$ cat config.mk
export PLATFORM = sky130hd
export DESIGN_NAME = hole_detect
export DESIGN_NICKNAME = d
export VERILOG_FILES = /design/src/rtl/teeter_pkg.sv /design/src/rtl/dist_cmp.sv /design/src/rtl/hole_detect.sv
export SDC_FILE = /design/constraint.sdc
export NUM_CORES = 1
export LEC_CHECK = 0
export ABC_AREA = 1
export BUFFER_PORTS_ARGS = -buffer_cell sky130_fd_sc_hd__buf_4
export CORE_UTILIZATION = 30
export CTS_CLUSTER_DIAMETER = 200
export CTS_CLUSTER_SIZE = 28
export DETAILED_ROUTE_END_ITERATION = 8
export SETUP_SLACK_MARGIN = 0.05
export SLEW_MARGIN = 40
export SYNTH_ARGS = -nofsm -noshare
export SYNTH_HDL_FRONTEND = slang
export SYNTH_SLANG_ARGS = --single-unit
$ cat constraint.sdc
create_clock -name clk -period 8.8 [get_ports clk]
set_clock_uncertainty 0.2 [all_clocks]
set_input_delay 0.44 -clock clk [delete_from_list [all_inputs] [get_ports clk]]
set_output_delay 0.44 -clock clk [all_outputs]
set_load 0.01 [all_outputs]
$ cat src/rtl/teeter_pkg.sv
// Shared constants, FSM states and pos_list field offsets for the teeter hole detector.
// The distance test is selected by HOLE_DETECT_CIRCLE_EN (see dist_cmp).
package teeter_pkg;

  localparam int N_OBJ   = 9;
  localparam int COORD_W = 10;
  localparam int IDX_W   = 4;
  localparam int LIST_W  = 2 * N_OBJ * COORD_W;

  localparam logic [IDX_W-1:0] IDX_BALL   = 4'd0;
  localparam logic [IDX_W-1:0] IDX_FINISH = 4'd1;
  localparam logic [IDX_W-1:0] IDX_LAST   = 4'd8;

  typedef enum logic [1:0] {
    ST_IDLE,
    ST_SCAN,
    ST_DONE
  } state_e;

  // y fields occupy the upper half, x fields the lower half
  function automatic int y_lsb(input int i);
    return LIST_W - COORD_W * (i + 1);
  endfunction

  function automatic int x_lsb(input int i);
    return (LIST_W / 2) - COORD_W * (i + 1);
  endfunction

endpackage

$ cat src/rtl/dist_cmp.sv
// Combinational ball-to-object proximity test.
// Box test by default; HOLE_DETECT_CIRCLE_EN selects the Euclidean test.
module dist_cmp
  import teeter_pkg::*;
#(
  parameter int HIT_R = 12
) (
  input  logic [COORD_W-1:0] ball_x,
  input  logic [COORD_W-1:0] ball_y,
  input  logic [COORD_W-1:0] obj_x,
  input  logic [COORD_W-1:0] obj_y,
  output logic               hit
);

  localparam int DW = COORD_W + 1;

  logic [DW-1:0] bx_w;
  logic [DW-1:0] by_w;
  logic [DW-1:0] ox_w;
  logic [DW-1:0] oy_w;
  logic [DW-1:0] dx;
  logic [DW-1:0] dy;

  assign bx_w = {1'b0, ball_x};
  assign by_w = {1'b0, ball_y};
  assign ox_w = {1'b0, obj_x};
  assign oy_w = {1'b0, obj_y};

  always_comb begin
    dx = (bx_w >= ox_w) ? bx_w - ox_w : ox_w - bx_w;
    dy = (by_w >= oy_w) ? by_w - oy_w : oy_w - by_w;
  end

`ifdef HOLE_DETECT_CIRCLE_EN
  localparam logic [21:0] R2 = 22'(HIT_R * HIT_R);

  logic [21:0] dx2;
  logic [21:0] dy2;
  logic [21:0] d2;

  assign dx2 = 22'(dx) * 22'(dx);
  assign dy2 = 22'(dy) * 22'(dy);
  assign d2  = dx2 + dy2;
  assign hit = (d2 <= R2);
`else
  localparam logic [DW-1:0] R = DW'(HIT_R);

  assign hit = (dx <= R) && (dy <= R);
`endif

endmodule

$ cat src/rtl/hole_detect.sv
// Sequential hole scanner: tests one snapshotted object per cycle, finish first.
// Distance test chosen in dist_cmp via HOLE_DETECT_CIRCLE_EN.
module hole_detect
  import teeter_pkg::*;
#(
  parameter int LIST_LENGTH = 180,
  parameter int HIT_R       = 12
) (
  input  logic                   clk,
  input  logic                   rst,
  input  logic [LIST_LENGTH-1:0] pos_list,
  input  logic                   start,
  input  logic [COORD_W-1:0]     ball_x,
  input  logic [COORD_W-1:0]     ball_y,
  output logic                   busy,
  output logic                   done,
  output logic                   hit_finish,
  output logic                   hit_hole,
  output logic [IDX_W-1:0]       hole_idx
);

  state_e state_q;
  state_e state_d;

  logic [IDX_W-1:0]       idx_q;
  logic [IDX_W-1:0]       idx_d;
  logic [LIST_LENGTH-1:0] snap_q;
  logic [LIST_LENGTH-1:0] snap_d;
  logic [COORD_W-1:0]     bx_q;
  logic [COORD_W-1:0]     bx_d;
  logic [COORD_W-1:0]     by_q;
  logic [COORD_W-1:0]     by_d;
  logic                   fin_q;
  logic                   fin_d;
  logic                   trap_q;
  logic                   trap_d;
  logic [IDX_W-1:0]       hidx_q;
  logic [IDX_W-1:0]       hidx_d;

  logic [COORD_W-1:0] cur_x;
  logic [COORD_W-1:0] cur_y;
  logic               hit;

  always_comb begin
    cur_x = '0;
    cur_y = '0;
    for (int i = 1; i < N_OBJ; i++) begin
      if (idx_q == IDX_W'(i)) begin
        cur_x = snap_q[x_lsb(i) +: COORD_W];
        cur_y = snap_q[y_lsb(i) +: COORD_W];
      end
    end
  end

  dist_cmp #(
    .HIT_R(HIT_R)
  ) u_cmp (
    .ball_x(bx_q),
    .ball_y(by_q),
    .obj_x (cur_x),
    .obj_y (cur_y),
    .hit   (hit)
  );

  always_comb begin
    state_d = state_q;
    idx_d   = idx_q;
    snap_d  = snap_q;
    bx_d    = bx_q;
    by_d    = by_q;
    fin_d   = fin_q;
    trap_d  = trap_q;
    hidx_d  = hidx_q;
    unique case (state_q)
      ST_IDLE: begin
        if (start) begin
          snap_d  = pos_list;
          bx_d    = ball_x;
          by_d    = ball_y;
          fin_d   = 1'b0;
          trap_d  = 1'b0;
          hidx_d  = '0;
          idx_d   = IDX_FINISH;
          state_d = ST_SCAN;
        end
      end
      ST_SCAN: begin
        if (hit) begin
          hidx_d  = idx_q;
          fin_d   = (idx_q == IDX_FINISH);
          trap_d  = (idx_q != IDX_FINISH);
          state_d = ST_DONE;
        end else if (idx_q == IDX_LAST) begin
          state_d = ST_DONE;
        end else begin
          idx_d = idx_q + 4'd1;
        end
      end
      ST_DONE: state_d = ST_IDLE;
      default: state_d = ST_IDLE;
    endcase
  end

  always_ff @(posedge clk) begin
    if (rst) begin
      state_q <= ST_IDLE;
      idx_q   <= IDX_BALL;
      fin_q   <= 1'b0;
      trap_q  <= 1'b0;
      hidx_q  <= '0;
    end else begin
      state_q <= state_d;
      idx_q   <= idx_d;
      fin_q   <= fin_d;
      trap_q  <= trap_d;
      hidx_q  <= hidx_d;
    end
  end

  // snapshot is only consumed in SCAN, which is always preceded by a load
  always_ff @(posedge clk) begin
    snap_q <= snap_d;
    bx_q   <= bx_d;
    by_q   <= by_d;
  end

  assign busy       = (state_q == ST_SCAN);
  assign done       = (state_q == ST_DONE);
  assign hit_finish = fin_q;
  assign hit_hole   = trap_q;
  assign hole_idx   = hidx_q;

endmodule

==> results of run 1 <==
## sequential cells by signal (all words and copies together) (netlist names)
signal / count
idx_q: 4
bx_q: 10
by_q: 10
snap_q: 160
hit_hole: 1
hole_idx: 4
hit_finish: 1
state_q: 2
## metrics by stage
stage | instance area [sq um] | utilization, % | instances
floorplan | 9850 | - | 1053
global route | 14200 | 44.3 | 1861
finish | 14200 | 44.3 | 1862
CTS | 14200 | 44.3 | 1860
detailed placement | 11700 | 36.7 | 1647
global placement | 11700 | 36.7 | 1647
## layer usage
layer | vias up | global-route usage, % | part of all wire (%)
li1 | 4293 | - | -
met1 | 3904 | 21.6 | 44
met2 | 222 | 29.2 | 50
met3 | 31 | 3.79 | 4.8
met4 | 0 | 6.03 | 1.7
met5 | - | 0 | 0
## power by group through the flow
stage                     Sequential, mW  Combinational [mW]  Clock [mW]
after floorplan                     1.13               0.469           0
after global placement              1.13               0.694           0
after detailed placement            1.13               0.696           0
after CTS                           1.11               0.764       0.837
after global routing                1.11               0.860       0.871
final                               1.11               0.760       0.817
## Yosys cell counts (all sizes together)
cell,instances
nand2,309
edfxtp,180
inv,138
nand3,111
nor2,67
ha,44
o21ai,43
a21oi,26
clkbuf,26
nand4,20
o221ai,20
buf,14
a22oi,12
dfxtp,12
a31oi,8
o22ai,8
xor2,5
o211ai,2
or2,2
xnor2,2
nand3b,1
nor3,1
o21a,1
o21bai,1
## cell families (layout without fill, tap and decap cells)
kind of cell,Yosys count,in the layout,share of synthesized area (%)
DFF,192,192,57.3
and+or+nand+nor,511,511,21.9
adders and majority gates,44,44,5.59
buffers and inverters,178,550,6.97
AOI/OAI and AO/OA,121,121,7.56
other,0,2,0
xor gates and xnor gates,7,7,0.623
## critical path: cells and delay by family, from the launching register on
family	cells	cell delay [ns]
AO/OA/AOI/OAI	5	0.65
flip-flops	1	0.38
adder cells (fa/ha/maj)	2	0.45
AND/OR/NAND/NOR	20	2.57
buffers and inverters	5	1.16
## cell type report
class,count,share of cell area [%]
Tap cell,435,3.84
Antenna cell,2,0.0353
Clock buffer,17,3.00
Timing Repair Buffer,380,23.4
Inverter,138,3.71
Sequential cell,192,39.9
Multi-Input combinational cell,683,24.8
Clock inverter,15,1.33
## worst max-delay path by stage
| stage | from | endpoint | cells after the start |
|---|---|---|---|
| after floorplan | start | bx_q[0]$_DFFE_PP_ | 2 |
| after global placement | idx_q[0]$_SDFFE_PP0P_ | hole_idx[0]$_SDFFE_PP0P_ | 32 |
| after detailed placement | idx_q[0]$_SDFFE_PP0P_ | hole_idx[0]$_SDFFE_PP0P_ | 31 |
| after CTS | idx_q[0]$_SDFFE_PP0P_ | hit_finish$_SDFFE_PP0P_ | 31 |
| after global routing | idx_q[0]$_SDFFE_PP0P_ | hit_hole$_SDFFE_PP0P_ | 32 |
| final | idx_q[0]$_SDFFE_PP0P_ | hit_finish$_SDFFE_PP0P_ | 32 |
## cell usage in the layout (no fill, tap or decap), types with 2 or more instances in the layout
cell,synthesis,routed
clkbuf_16,0,17
dfxtp_1,12,12
o211ai_1,2,2
o221ai_1,20,20
diode_2,0,2
o21ai_0,43,43
a21oi_1,25,25
a22oi_1,12,12
inv_1,135,133
dlygate4sd3_1,0,181
nor2_2,4,4
bufinv_16,0,2
nand2_1,301,300
nor2_1,62,62
inv_6,0,7
xnor2_1,2,2
nand3_1,111,111
o22ai_1,8,8
edfxtp_1,180,180
inv_8,0,5
inv_2,3,3
nand2_2,7,8
nand4_1,20,20
xor2_1,5,5
ha_1,44,44
a31oi_1,8,8
buf_4,0,198
## repair_timing
| item | 4_1_cts | 5_1_grt |
|---|---|---|
| hold buffers | 181 | 0 |
| hold endpoints to repair | 182 | 0 |
| setup buffers | 0 | 0 |
==> impl_metrics.env, run 1 <==
export IMPL_status="completed"
export IMPL_whs_path_depth=2
export IMPL_worstHoldEndpoint="hole_idx[3]$_SDFFE_PP0P_"
export IMPL_viasPerCell=4.54
export IMPL_place_ws_ns=3.16
export IMPL_path_clk_slew_ns=0.08
export IMPL_syn_area_per_cell_sq_um=9.35
export IMPL_cp_common_cell="nand2_1"
export IMPL_p_comb_share_pct=28.3
export IMPL_switching_share_pct=32.1
export IMPL_antenna_found_initial=2
export IMPL_ant_nets=0
export IMPL_place_gp_congestion=0.900
export IMPL_syn_cell_area_sq_um=9850
export IMPL_hold_violations=0
export IMPL_grt_util_all_layers_pct=17.2
export IMPL_crit_slowest_cell="clkinv_1"
export IMPL_cp_start_kind="flop"
export IMPL_nNetsFinal=1659
export IMPL_final_seq_area_sq_um=5650
export IMPL_layout_min_cycle_time_ns=5.51
export IMPL_wl_um=28300
export IMPL_yosys_area_top_type_share_pct=54.9
export IMPL_holdWs_ns=0.287
export IMPL_cts_tree="done"
export IMPL_clock_sinks=192
export IMPL_yosysWarnings=0
export IMPL_wl_per_cell_um=15.2
export IMPL_r2r_slack_ns=3.29
export IMPL_yosys_top_cells_area="edfxtp_1, nand2_1, nand3_1"
export IMPL_cpPeakStageDelay_ns=0.59
export IMPL_p_switching_mw=0.862
export IMPL_finalPower_mw=2.68
export IMPL_drt_pass1_iterations=5
export IMPL_drv_slew=0
export IMPL_die_h_um=183
export IMPL_htreeDepth=4
export IMPL_min_delay_start="hole_idx[3]$_SDFFE_PP0P_"
export IMPL_io_pins=211
export IMPL_period_share_pct=62.6
export IMPL_synth_seq_area_share_pct=57.3
export IMPL_synth_distinct_cells=34
export IMPL_area_growth_syn_to_layout_pct=43.8
export IMPL_pwr_density_cell_nw_per_um2=190
export IMPL_clockPowerShare_pct=30.5
export IMPL_ir_drop_mv=0.178
export IMPL_fillerInstances=2999
export IMPL_dp_hpwl_um=19700
export IMPL_maxSlewHeadroom_pct=49.2
export IMPL_yosysTopAreaCell="edfxtp_1"
export IMPL_end_kind="flop"
export IMPL_path_class="flop to flop"
export IMPL_synthCells=1053
export IMPL_grt_pass1_wl_um=43800
export IMPL_fp_dieW_um=183
export IMPL_max_cap_viol_count=0
export IMPL_port_buffers=190
export IMPL_root_buffer="clkbuf_16"
export IMPL_insertion_delay_ns=0.46
export IMPL_p_leak_nw=6.38
export IMPL_rsz0062_at_grt="no"
export IMPL_design_core_area_sq_um=32000
export IMPL_drive_above_1_share_pct=17.6
export IMPL_synth_seq_cells=192
export IMPL_overflow=0
export IMPL_drtIter0Drc=436
export IMPL_num_vias=8450
export IMPL_fin_ws_ns=3.29
export IMPL_rr_startpoint="idx_q[0]$_SDFFE_PP0P_"
export IMPL_cts_resized_gates=0
export IMPL_row_count=65
export IMPL_cp_arrival_ns=5.65
export IMPL_max_freq_mhz=181
export IMPL_numCtsBuffers=17
export IMPL_clockBufferDepth=2
export IMPL_tightest_slew_ns=0.757
export IMPL_worstPathRequired_ns=8.94
export IMPL_power_internal_mw=1.82
export IMPL_r2r_end="hit_finish$_SDFFE_PP0P_"
export IMPL_tns_ns=0
export IMPL_grt_max_degree=101
export IMPL_grt_pass1_vias=8460
export IMPL_die_area_sq_um=33600
export IMPL_setup_violations_final=0
export IMPL_drc_errors=0
export IMPL_reg2reg_depth=32
export IMPL_crit_fanout=22
export IMPL_min_path_type="flop to flop"
export IMPL_syn_nets=1300
export IMPL_initial_core_util_pct=30.8
export IMPL_multi_input_comb_area_sq_um=3520
export IMPL_pwr_share_seq_pct=41.2
No activity file was read; power rests on OpenSTA's default activity.
==> run 2, diff against run 1 <==
==> constraint.sdc (replaced) <==
create_clock -name clk -period 5.1 [get_ports clk]
set_clock_uncertainty 0.2 [all_clocks]
set_input_delay 0.255 -clock clk [delete_from_list [all_inputs] [get_ports clk]]
set_output_delay 0.255 -clock clk [all_outputs]
set_load 0.01 [all_outputs]
==> run 2 against run 1 <==
Effect of this change:
- sequential share of layout area fell by 0.65 points
- hold slack got worse by 0.061 ns
- first-iteration DRC count increased by 12%
- routed wire length rose by 4.1%
- via count increased by 1.8%
- sequential power rose by 72%
- critical path type unchanged
- final area is 1.7% higher
- die area is the same
- global-route usage grew 0.56 points
- final cell count is 1.4% higher
==> impl_metrics.env, run 2 (synthesis results as in run 1) <==
export IMPL_status="completed"
export IMPL_nNetsFinal=1685
export IMPL_clock_sinks=192
export IMPL_ant_nets=0
export IMPL_reg2reg_depth=33
export IMPL_min_path_type="input pin to flop"
export IMPL_largest_register_ffs=160
export IMPL_io_pins=211
export IMPL_htreeDepth=4
export IMPL_cts_tree="done"
export IMPL_final_common_cell="nand2_1"
export IMPL_min_delay_start="start"
export IMPL_row_count=65
export IMPL_root_buffer="clkbuf_16"
export IMPL_grt_max_degree=106
export IMPL_wl_um=29400
export IMPL_insertion_delay_ns=0.45
export IMPL_grt_util_all_layers_pct=17.8
export IMPL_maxSlewHeadroom_pct=51.7
export IMPL_grt_pass1_wl_um=45500
export IMPL_grt_pass1_vias=8721
export IMPL_pwr_density_cell_nw_per_um2=323
export IMPL_viasPerCell=4.56
export IMPL_port_buffers=190
export IMPL_hold_violations=0
export IMPL_die_h_um=183
export IMPL_reg_top3="snap_q x160, bx_q x10, by_q x10"
export IMPL_cpPeakStageDelay_ns=0.43
export IMPL_num_vias=8605
export IMPL_max_cap_viol_count=0
export IMPL_place_gp_congestion=0.906
export IMPL_drtIter0Drc=489
export IMPL_cp_common_cell="nand2_1"
export IMPL_final_util_pct=45.1
export IMPL_rr_startpoint="idx_q[0]$_SDFFE_PP0P_"
export IMPL_r2r_end="idx_q[2]$_SDFFE_PP0P_"
export IMPL_crit_fanout=20
export IMPL_end_kind="flop"
export IMPL_wl_per_cell_um=15.6
export IMPL_period_share_pct=90.7
export IMPL_worstHoldEndpoint="state_q[0]$_SDFFE_PP0P_"
export IMPL_drt_pass1_iterations=4
export IMPL_whs_path_depth=3
export IMPL_worstPathRequired_ns=5.25
export IMPL_die_area_sq_um=33600
export IMPL_crit_slowest_cell="ha_2"
export IMPL_ir_drop_mv=0.347
export IMPL_area_growth_syn_to_layout_pct=46.3
export IMPL_design_core_area_sq_um=32000
export IMPL_dp_hpwl_um=20300
export IMPL_r2r_slack_ns=0.48
export IMPL_clockBufferDepth=2
export IMPL_initial_core_util_pct=30.8
export IMPL_overflow=0
export IMPL_drive_above_1_share_pct=19.9
export IMPL_cp_arrival_ns=4.77
export IMPL_fp_dieW_um=183
export IMPL_layout_min_cycle_time_ns=4.62
export IMPL_setup_violations_final=0
export IMPL_cp_start_kind="flop"
export IMPL_max_freq_mhz=216
export IMPL_p_leak_nw=6.50
export IMPL_numCtsBuffers=17
export IMPL_fillerInstances=2988
export IMPL_tns_ns=0
export IMPL_drc_errors=0
export IMPL_path_clk_slew_ns=0.09
export IMPL_top_register="snap_q"
export IMPL_rsz0062_at_grt="no"
export IMPL_final_cell_mix="nand2_1, buf_4, dlygate4sd3_1"
export IMPL_tightest_slew_ns=0.725
export IMPL_path_class="flop to flop"
export IMPL_drv_slew=0
export IMPL_antenna_found_initial=1
==> run 2: cell type report <==
class / instances / area [sq um] / share of cell area (%)
sequential: 192 / 5650 / 39.2
multi-input combinational: 683 / 3570 / 24.8
timing repair buffer: 406 / 3540 / 24.6
tap: 435 / 544 / 3.78
inverter: 138 / 526 / 3.65
clock buffer: 20 / 457 / 3.17
clock inverter: 12 / 115 / 0.799
antenna: 2 / 5.00 / 0.0347
==> run 2: how the worst max path moves through the flow <==
stage	from	to	depth (start not counted)
finish	idx_q[0]$_SDFFE_PP0P_	idx_q[2]$_SDFFE_PP0P_	33
detailed placement	idx_q[0]$_SDFFE_PP0P_	hole_idx[3]$_SDFFE_PP0P_	29
floorplan	state_q[1]$_SDFFE_PP0P_	bx_q[0]$_DFFE_PP_	3
global route	idx_q[0]$_SDFFE_PP0P_	idx_q[2]$_SDFFE_PP0P_	33
global placement	idx_q[0]$_SDFFE_PP0P_	hole_idx[1]$_SDFFE_PP0P_	29
CTS	idx_q[0]$_SDFFE_PP0P_	hit_finish$_SDFFE_PP0P_	29
==> run 2: per-layer routing <==
layer | vias up | GRT usage (%) | share of wire, %
met5 | - | 0 | 0
met4 | 0 | 6.57 | 2.3
met3 | 37 | 3.28 | 4.1
met2 | 225 | 31.1 | 50
met1 | 4004 | 21.7 | 44
li1 | 4339 | - | -
==> run 2: what timing repair did <==
item                       in CTS  in global routing
hold endpoints to repair      182                  0
hold buffers                  181                  0
gates resized for setup         0                 18
setup endpoints to repair       0                 12
setup buffers                   0                  0
==> run 2: report_power, final <==
part,internal (mW),leakage (nW),switching [mW]
Combinational,0.571,4.39,0.811
Sequential,1.87,1.82,0.0414
Clock,0.674,0.285,0.683
==> run 2: worst max-delay path, delay by kind of cell, from the launching register on <==
family	cells	cell delay (ns)
fa+ha+maj	2	0.63
compound gates	4	0.63
simple gates	22	2.18
buf+inv	5	0.47
flops	1	0.39
==> run 2: per-stage QoR <==
stage,area (sq um),hold WS (ns),total power [mW],setup slack [ns],instances
after detailed placement,12000,0.234,3.20,0.247,1673
final,14400,0.226,4.65,0.477,1888
after global routing,14400,0.260,4.92,0.0512,1887
after floorplan,9850,0.124,2.76,0.308,1053
after global placement,12000,0.233,3.19,0.237,1673
after CTS,14300,0.171,4.67,0.212,1886
